`config.mk`:
```
export PLATFORM = sky130hd
export DESIGN_NAME = eth_port_tx_flat
export DESIGN_NICKNAME = d
export VERILOG_FILES = /design/src/rtl/eth_port_tx_if.sv /design/src/rtl/eth_port_tx.sv /design/src/flat_wrapper.sv
export SDC_FILE = /design/constraint.sdc
export NUM_CORES = 2
export LEC_CHECK = 0
export CAP_MARGIN = 15
export CORE_ASPECT_RATIO = 0.5
export CORE_MARGIN = 2
export CORE_UTILIZATION = 54
export CTS_BUF_LIST = sky130_fd_sc_hd__clkbuf_16
export DETAILED_ROUTE_END_ITERATION = 12
export PLACE_DENSITY = 0.75
export SKIP_CTS_REPAIR_TIMING = 1
export SLEW_MARGIN = 10
export SYNTH_ARGS = -nofsm -noshare
export SYNTH_HDL_FRONTEND = slang
export SYNTH_SLANG_ARGS = --single-unit
```
`constraint.sdc`:
```
create_clock -name clk -period 10.76 [get_ports clk]
set_clock_uncertainty 0.05 [all_clocks]
set_input_delay 2.152 -clock clk [delete_from_list [all_inputs] [get_ports clk]]
set_output_delay 2.152 -clock clk [all_outputs]
set_load 0.05 [all_outputs]
```
`src/rtl/eth_port_tx_if.sv`:
```
// Host write bus plus switch-port transmit bus for eth_port_tx.
// The master modport is the host/switch side; the slave modport is the transmitter.
interface eth_port_tx_if #(
    parameter int DATA_W = 32,
    parameter int DEPTH  = 64
);
    localparam int CW = $clog2(DEPTH) + 1;

    logic              wr_valid;
    logic              wr_ready;
    logic [DATA_W-1:0] wr_data;
    logic              wr_last;
    logic              port_stall;
    logic [DATA_W-1:0] tx_data;
    logic              tx_sop;
    logic              tx_eop;
    logic [CW-1:0]     pkt_pending;
    logic              err_drop;

    modport master (
        output wr_valid, wr_data, wr_last, port_stall,
        input  wr_ready, tx_data, tx_sop, tx_eop, pkt_pending, err_drop
    );

    modport slave (
        input  wr_valid, wr_data, wr_last, port_stall,
        output wr_ready, tx_data, tx_sop, tx_eop, pkt_pending, err_drop
    );
endinterface

```
`src/rtl/eth_port_tx.sv`:
```
// Store-and-forward packet transmitter feeding one switch ingress port.
// Packets are buffered whole, then launched as a contiguous burst with a
// minimum inter-packet gap; oversize packets are discarded.
module eth_port_tx #(
    parameter int DATA_W = 32,
    parameter int DEPTH  = 64,
    parameter int IPG    = 2
) (
    input  logic         clk,
    input  logic         reset,
    eth_port_tx_if.slave bus
);
    localparam int AW = $clog2(DEPTH);
    localparam int CW = AW + 1;
    localparam int GW = (IPG > 1) ? $clog2(IPG) : 1;

    typedef enum logic       {W_ACCEPT, W_DROP} wstate_t;
    typedef enum logic [1:0] {T_IDLE, T_SEND, T_GAP} tstate_t;

    // Each entry holds {last, data} so the reader knows where the packet ends.
    logic [DATA_W:0] mem_q [DEPTH];

    wstate_t         wst_q, wst_d;
    tstate_t         tst_q, tst_d;
    logic [AW-1:0]   wr_ptr_q, wr_ptr_d;
    logic [AW-1:0]   pkt_start_q, pkt_start_d;
    logic [AW-1:0]   rd_ptr_q, rd_ptr_d;
    logic [CW-1:0]   occ_q, occ_d;
    logic [CW-1:0]   part_q, part_d;
    logic [CW-1:0]   pend_q, pend_d;
    logic [GW-1:0]   gap_q, gap_d;
    logic [DATA_W-1:0] tx_data_q, tx_data_d;
    logic            tx_sop_q, tx_sop_d;
    logic            tx_eop_q, tx_eop_d;
    logic            err_q, err_d;

    logic            wr_ready;
    logic            beat, store, ovf, pkt_done;
    logic            can_start, launch, rd;
    logic [DATA_W:0] rd_word;

    // Ready depends on registered occupancy only; a read this cycle does not free space until next.
    assign wr_ready = (wst_q == W_DROP) || (occ_q < CW'(DEPTH));
    assign beat     = bus.wr_valid && wr_ready;
    assign store    = beat && (wst_q == W_ACCEPT);
    // The beat that would make the partial packet DEPTH words long without ending it.
    assign ovf      = store && !bus.wr_last && (part_q == CW'(DEPTH - 1));
    assign rd_word  = mem_q[rd_ptr_q];

    assign bus.wr_ready    = wr_ready;
    assign bus.tx_data     = tx_data_q;
    assign bus.tx_sop      = tx_sop_q;
    assign bus.tx_eop      = tx_eop_q;
    assign bus.pkt_pending = pend_q;
    assign bus.err_drop    = err_q;

    // Buffer storage; contents need no reset since occupancy gates every read.
    always_ff @(posedge clk) begin
        if (store) mem_q[wr_ptr_q] <= {bus.wr_last, bus.wr_data};
    end

    // Write side: accept words, close packets on last, rewind and drop oversize packets.
    always_comb begin
        wst_d       = wst_q;
        wr_ptr_d    = wr_ptr_q;
        pkt_start_d = pkt_start_q;
        part_d      = part_q;
        err_d       = 1'b0;
        pkt_done    = 1'b0;
        case (wst_q)
            W_ACCEPT: begin
                if (store) begin
                    if (bus.wr_last) begin
                        pkt_done    = 1'b1;
                        wr_ptr_d    = wr_ptr_q + 1'b1;
                        pkt_start_d = wr_ptr_q + 1'b1;
                        part_d      = '0;
                    end else if (ovf) begin
                        wr_ptr_d = pkt_start_q;
                        part_d   = '0;
                        err_d    = 1'b1;
                        wst_d    = W_DROP;
                    end else begin
                        wr_ptr_d = wr_ptr_q + 1'b1;
                        part_d   = part_q + 1'b1;
                    end
                end
            end
            W_DROP: begin
                if (beat && bus.wr_last) wst_d = W_ACCEPT;
            end
            default: wst_d = W_ACCEPT;
        endcase
    end

    // Tx side: launch whole packets at boundaries, stream them, then hold the gap.
    always_comb begin
        tst_d     = tst_q;
        gap_d     = gap_q;
        tx_data_d = '0;
        tx_sop_d  = 1'b0;
        tx_eop_d  = 1'b0;
        rd        = 1'b0;
        // A new packet may start from idle, the last gap cycle, or straight after eop when IPG is 0.
        can_start = (tst_q == T_IDLE) ||
                    ((tst_q == T_GAP) && (gap_q == '0)) ||
                    ((tst_q == T_SEND) && tx_eop_q && (IPG == 0));
        launch    = can_start && (pend_q != '0) && !bus.port_stall;
        if (launch) begin
            rd        = 1'b1;
            tx_data_d = rd_word[DATA_W-1:0];
            tx_sop_d  = 1'b1;
            tx_eop_d  = rd_word[DATA_W];
            tst_d     = T_SEND;
        end else begin
            case (tst_q)
                T_SEND: begin
                    if (tx_eop_q) begin
                        if (IPG > 0) begin
                            tst_d = T_GAP;
                            gap_d = GW'(IPG - 1);
                        end else begin
                            tst_d = T_IDLE;
                        end
                    end else begin
                        rd        = 1'b1;
                        tx_data_d = rd_word[DATA_W-1:0];
                        tx_eop_d  = rd_word[DATA_W];
                    end
                end
                T_GAP: begin
                    if (gap_q == '0) tst_d = T_IDLE;
                    else             gap_d = gap_q - 1'b1;
                end
                default: tst_d = T_IDLE;
            endcase
        end
        rd_ptr_d = rd_ptr_q + AW'(rd);
        // Oversize drop returns DEPTH words, including the one stored this beat.
        occ_d    = occ_q + CW'(store) - CW'(rd) - (ovf ? CW'(DEPTH) : CW'(0));
        pend_d   = pend_q + CW'(pkt_done) - CW'(launch);
    end

    // State registers; reset discards every buffered word and idles the port.
    always_ff @(posedge clk or posedge reset) begin
        if (reset) begin
            wst_q       <= W_ACCEPT;
            tst_q       <= T_IDLE;
            wr_ptr_q    <= '0;
            pkt_start_q <= '0;
            rd_ptr_q    <= '0;
            occ_q       <= '0;
            part_q      <= '0;
            pend_q      <= '0;
            gap_q       <= '0;
            tx_data_q   <= '0;
            tx_sop_q    <= 1'b0;
            tx_eop_q    <= 1'b0;
            err_q       <= 1'b0;
        end else begin
            wst_q       <= wst_d;
            tst_q       <= tst_d;
            wr_ptr_q    <= wr_ptr_d;
            pkt_start_q <= pkt_start_d;
            rd_ptr_q    <= rd_ptr_d;
            occ_q       <= occ_d;
            part_q      <= part_d;
            pend_q      <= pend_d;
            gap_q       <= gap_d;
            tx_data_q   <= tx_data_d;
            tx_sop_q    <= tx_sop_d;
            tx_eop_q    <= tx_eop_d;
            err_q       <= err_d;
        end
    end
endmodule
```
`src/flat_wrapper.sv`:
```
// flat-port wrapper written by rule: the top's interface ports become plain ports
module eth_port_tx_flat 
#(
    parameter int DATA_W = 32,
    parameter int DEPTH  = 64,
    parameter int IPG    = 2
)
  (clk, reset, bus_wr_valid, bus_wr_data, bus_wr_last, bus_port_stall, bus_wr_ready, bus_tx_data, bus_tx_sop, bus_tx_eop, bus_pkt_pending, bus_err_drop);
  eth_port_tx_if #(.DATA_W(DATA_W), .DEPTH(DEPTH)) bus_i ();
  input  logic clk;
  input  logic reset;
  input wire logic [$bits(bus_i.wr_valid)-1:0] bus_wr_valid;
  input wire logic [$bits(bus_i.wr_data)-1:0] bus_wr_data;
  input wire logic [$bits(bus_i.wr_last)-1:0] bus_wr_last;
  input wire logic [$bits(bus_i.port_stall)-1:0] bus_port_stall;
  output wire logic [$bits(bus_i.wr_ready)-1:0] bus_wr_ready;
  output wire logic [$bits(bus_i.tx_data)-1:0] bus_tx_data;
  output wire logic [$bits(bus_i.tx_sop)-1:0] bus_tx_sop;
  output wire logic [$bits(bus_i.tx_eop)-1:0] bus_tx_eop;
  output wire logic [$bits(bus_i.pkt_pending)-1:0] bus_pkt_pending;
  output wire logic [$bits(bus_i.err_drop)-1:0] bus_err_drop;
  assign bus_i.wr_valid = bus_wr_valid;
  assign bus_i.wr_data = bus_wr_data;
  assign bus_i.wr_last = bus_wr_last;
  assign bus_i.port_stall = bus_port_stall;
  assign bus_wr_ready = bus_i.wr_ready;
  assign bus_tx_data = bus_i.tx_data;
  assign bus_tx_sop = bus_i.tx_sop;
  assign bus_tx_eop = bus_i.tx_eop;
  assign bus_pkt_pending = bus_i.pkt_pending;
  assign bus_err_drop = bus_i.err_drop;
  eth_port_tx #(.DATA_W(DATA_W), .DEPTH(DEPTH), .IPG(IPG)) u_core (.clk(clk), .reset(reset), .bus(bus_i));
endmodule
```
==> impl_metrics.tcl <==
set metrics [dict create \
    routed_wl_um 234000 \
    synth.area.top_cells "edfxtp_1, mux4_2, mux2i_1" \
    ios 80 \
    drt_iter0_drc 8023 \
    postRouteAntennaNets 0 \
    violations "capacitance limit" \
    grt_setup_unrepaired "no" \
    setup_violations 0 \
    hold_viol 0 \
    clk_latency_ns 0.82 \
    hpwlAfterDp_um 138000 \
    p_comb_frac 0.317 \
    die_w_um 562 \
    ys.flop_type "edfxtp_1" \
    coreArea_sq_um 155000 \
    cts_made_buffers 182 \
    p_clk_frac 0.270 \
    worstPathArrival_ns 5.64 \
    worstHoldPathType "flop to flop" \
    r2r_cells 8 \
    area_growth_pct 10.8 \
    post-route-min-period_ns 5.24 \
    r2r-end "u_core.bus.tx_data[20]" \
    cts-root-buf "clkbuf_16" \
    final.setup.tns_ns 0 \
    drv_slew 0 \
    tightest_slew_ns 1.47 \
    grtUsageTotal 0.295 \
    r2r_slack_ns 5.72 \
    grt_start_max_net_pins 118 \
    maxCapViolations 1 \
    worst-setup-path-type "input pin to flop" \
    power.switching_w 0.00853 \
    p_leak_nw 29.9 \
    netlist_area_sq_um 84200 \
    critPathSlowestCell "nor2_4" \
    cts_tree "done" \
    max-slew-margin-rel 0.00814 \
    drive_gt1_frac 0.205 \
    start_kind "input pin" \
    ys_ff_latch 2190 \
    h-tree-depth 4 \
    overflow 0 \
    cts.path.max_buffers 3 \
    utilization 0.603 \
    drcViolationCount 0 \
    clkTransAtPathRegs_ns 0.07 \
    finalNetCount 4122 \
    synth_top_area_frac 0.753 \
    cpPeakStageDelay_ns 1.32 \
    p_per_area_nw_per_um2 261 \
    p_sw_frac 0.350 \
    final_cell_mix "edfxtp_1, mux4_2, mux2i_1, clkbuf_16, a21oi_1" \
    viasPerCell 6.86 \
    clock_sinks 2190 \
    status "finished with violations" \
    holdWs_ns 0.432 \
    vias 43120 \
    rows 102 \
    synth_area_leader_cell "edfxtp_1" \
    synth_cell_types 58 \
    internal_power_w 0.0158 \
    synth_nets 4010 \
    whs_endpoint "u_core.occ_q[0]" \
    fp.dieArea_sq_um 159000 \
    synthCells 3946 \
    layout_commonest_cell "edfxtp_1" \
    die_h_um 283 \
    fmax_ghz 0.191 \
    start_util 0.544 \
    place.gp.congestion 1.01 \
    synth_warnings 0 \
    multiInputGateArea_sq_um 17900 \
    first_pass_iters 6 \
    grt_pass1_wl_um 325000 \
    critPathMaxFanout 33 \
    min_period_over_period 0.487 \
    holdCritStartpoint "u_core.occ_q[0]" \
    r2r-start "u_core.rd_ptr_q[0]" \
    peakVddDrop_mv 0.223 \
    whs_path_depth 1 \
    worstSetupEndpointType "flop" \
    synth_edf_count 2112 \
    syn_area_per_cell_sq_um 21.3 \
    path_cells "clkdlybuf4s50_1, and2_1, nand3_1, nor2_4" \
    cp.required_ns 11.15 \
    grt_pass1_vias 41562 \
    async_reset_ff_frac 0.0356 \
    antenna_found_initial 16 \
    seqPwrFrac 0.413 \
    seq_area_sq_um 65400 \
    port_buffers 79 \
    wl_per_cell_um 37.2 \
    fill_cells 10435 \
    yosysSeqAreaShare 0.777 \
]
## worst max-delay path by stage
stage,depth (start not counted),start,end,slack (ns)
after global placement,4,bus_wr_valid,u_core.mem_q[34][27],4.84
final,4,bus_wr_valid,u_core.mem_q[42][4],5.52
after CTS,4,bus_wr_valid,u_core.mem_q[34][28],5.68
after global routing,5,bus_wr_valid,u_core.mem_q[5][15],5.53
after floorplan,4,bus_wr_valid,u_core.mem_q[48][0],4.16
after detailed placement,4,bus_wr_valid,u_core.mem_q[34][27],4.82
## routing by layer
| layer | global-route usage | wire (um) | part of all wire |
|---|---|---|---|
| met3 | 0.109 | 36100 | 0.15 |
| met4 | 0.103 | 8500 | 0.036 |
| met1 | 0.414 | 83900 | 0.36 |
| met2 | 0.427 | 105000 | 0.45 |
| met5 | 0.00685 | 449 | 0.0019 |
## power by group through the flow
stage               Combinational, W  Clock [W]  Sequential [W]
floorplan                    0.00453          0          0.0101
global placement             0.00737          0          0.0102
detailed placement           0.00742          0          0.0102
CTS                          0.00746    0.00660          0.0100
global route                 0.00785    0.00693          0.0100
finish                       0.00770    0.00658          0.0100
## through the flow
stage	setup WS (ns)	cell area, sq um	total power, W	std cells
floorplan	4.16	84200	0.0146	3946
global placement	4.84	87200	0.0176	5941
detailed placement	4.82	87200	0.0176	5942
CTS	5.68	93000	0.0241	6272
global route	5.53	93300	0.0248	6285
finish	5.52	93300	0.0243	6288
## critical path: cells and delay by family
family | cells | cell delay [ns]
buf+inv | 1 | 0.46
simple gates | 3 | 2.95
## registers in the layout, indices dropped and copies added (netlist names), 2 cells and up
name and count:
u_core.bus.pkt_pending 7, u_core.occ_q 7, u_core.mem_q 2112, u_core.wr_ptr_q 6, u_core.part_q 7, u_core.tst_q 2
u_core.rd_ptr_q 6, u_core.bus.tx_data 32, u_core.pkt_start_q 6
## cell families after synthesis
logic type	share of synthesized area
DFF	0.777
muxes	0.148
AOI/OAI and AO/OA	0.0383
buffers and inverters	0.0181
and+or+nand+nor	0.0126
adders and majority gates	0.00419
xor gates and xnor gates	0.00208
## layout make-up
cell class,count,share of cell area
diodes,4,0.000107
clock buffers,183,0.0491
clock inverters,147,0.0131
inverters,32,0.00131
multi-input cells,1501,0.192
flip-flops and latches,2190,0.701
well taps,2080,0.0279
repair buffers,151,0.0158
## synth_stat cells (30+ instances only)
master and number:
dfrtp_1 78, o21ai_0 67, edfxtp_1 2112, mux4_2 409
buf_6 41, mux2i_1 325, a21oi_1 123, a22oi_1 50
clkbuf_1 87, inv_1 30, nor2_1 93, o22ai_1 62
a211oi_1 43, buf_2 45, o221ai_1 47, nand2_1 65
No activity file was read; power rests on OpenSTA's default activity.
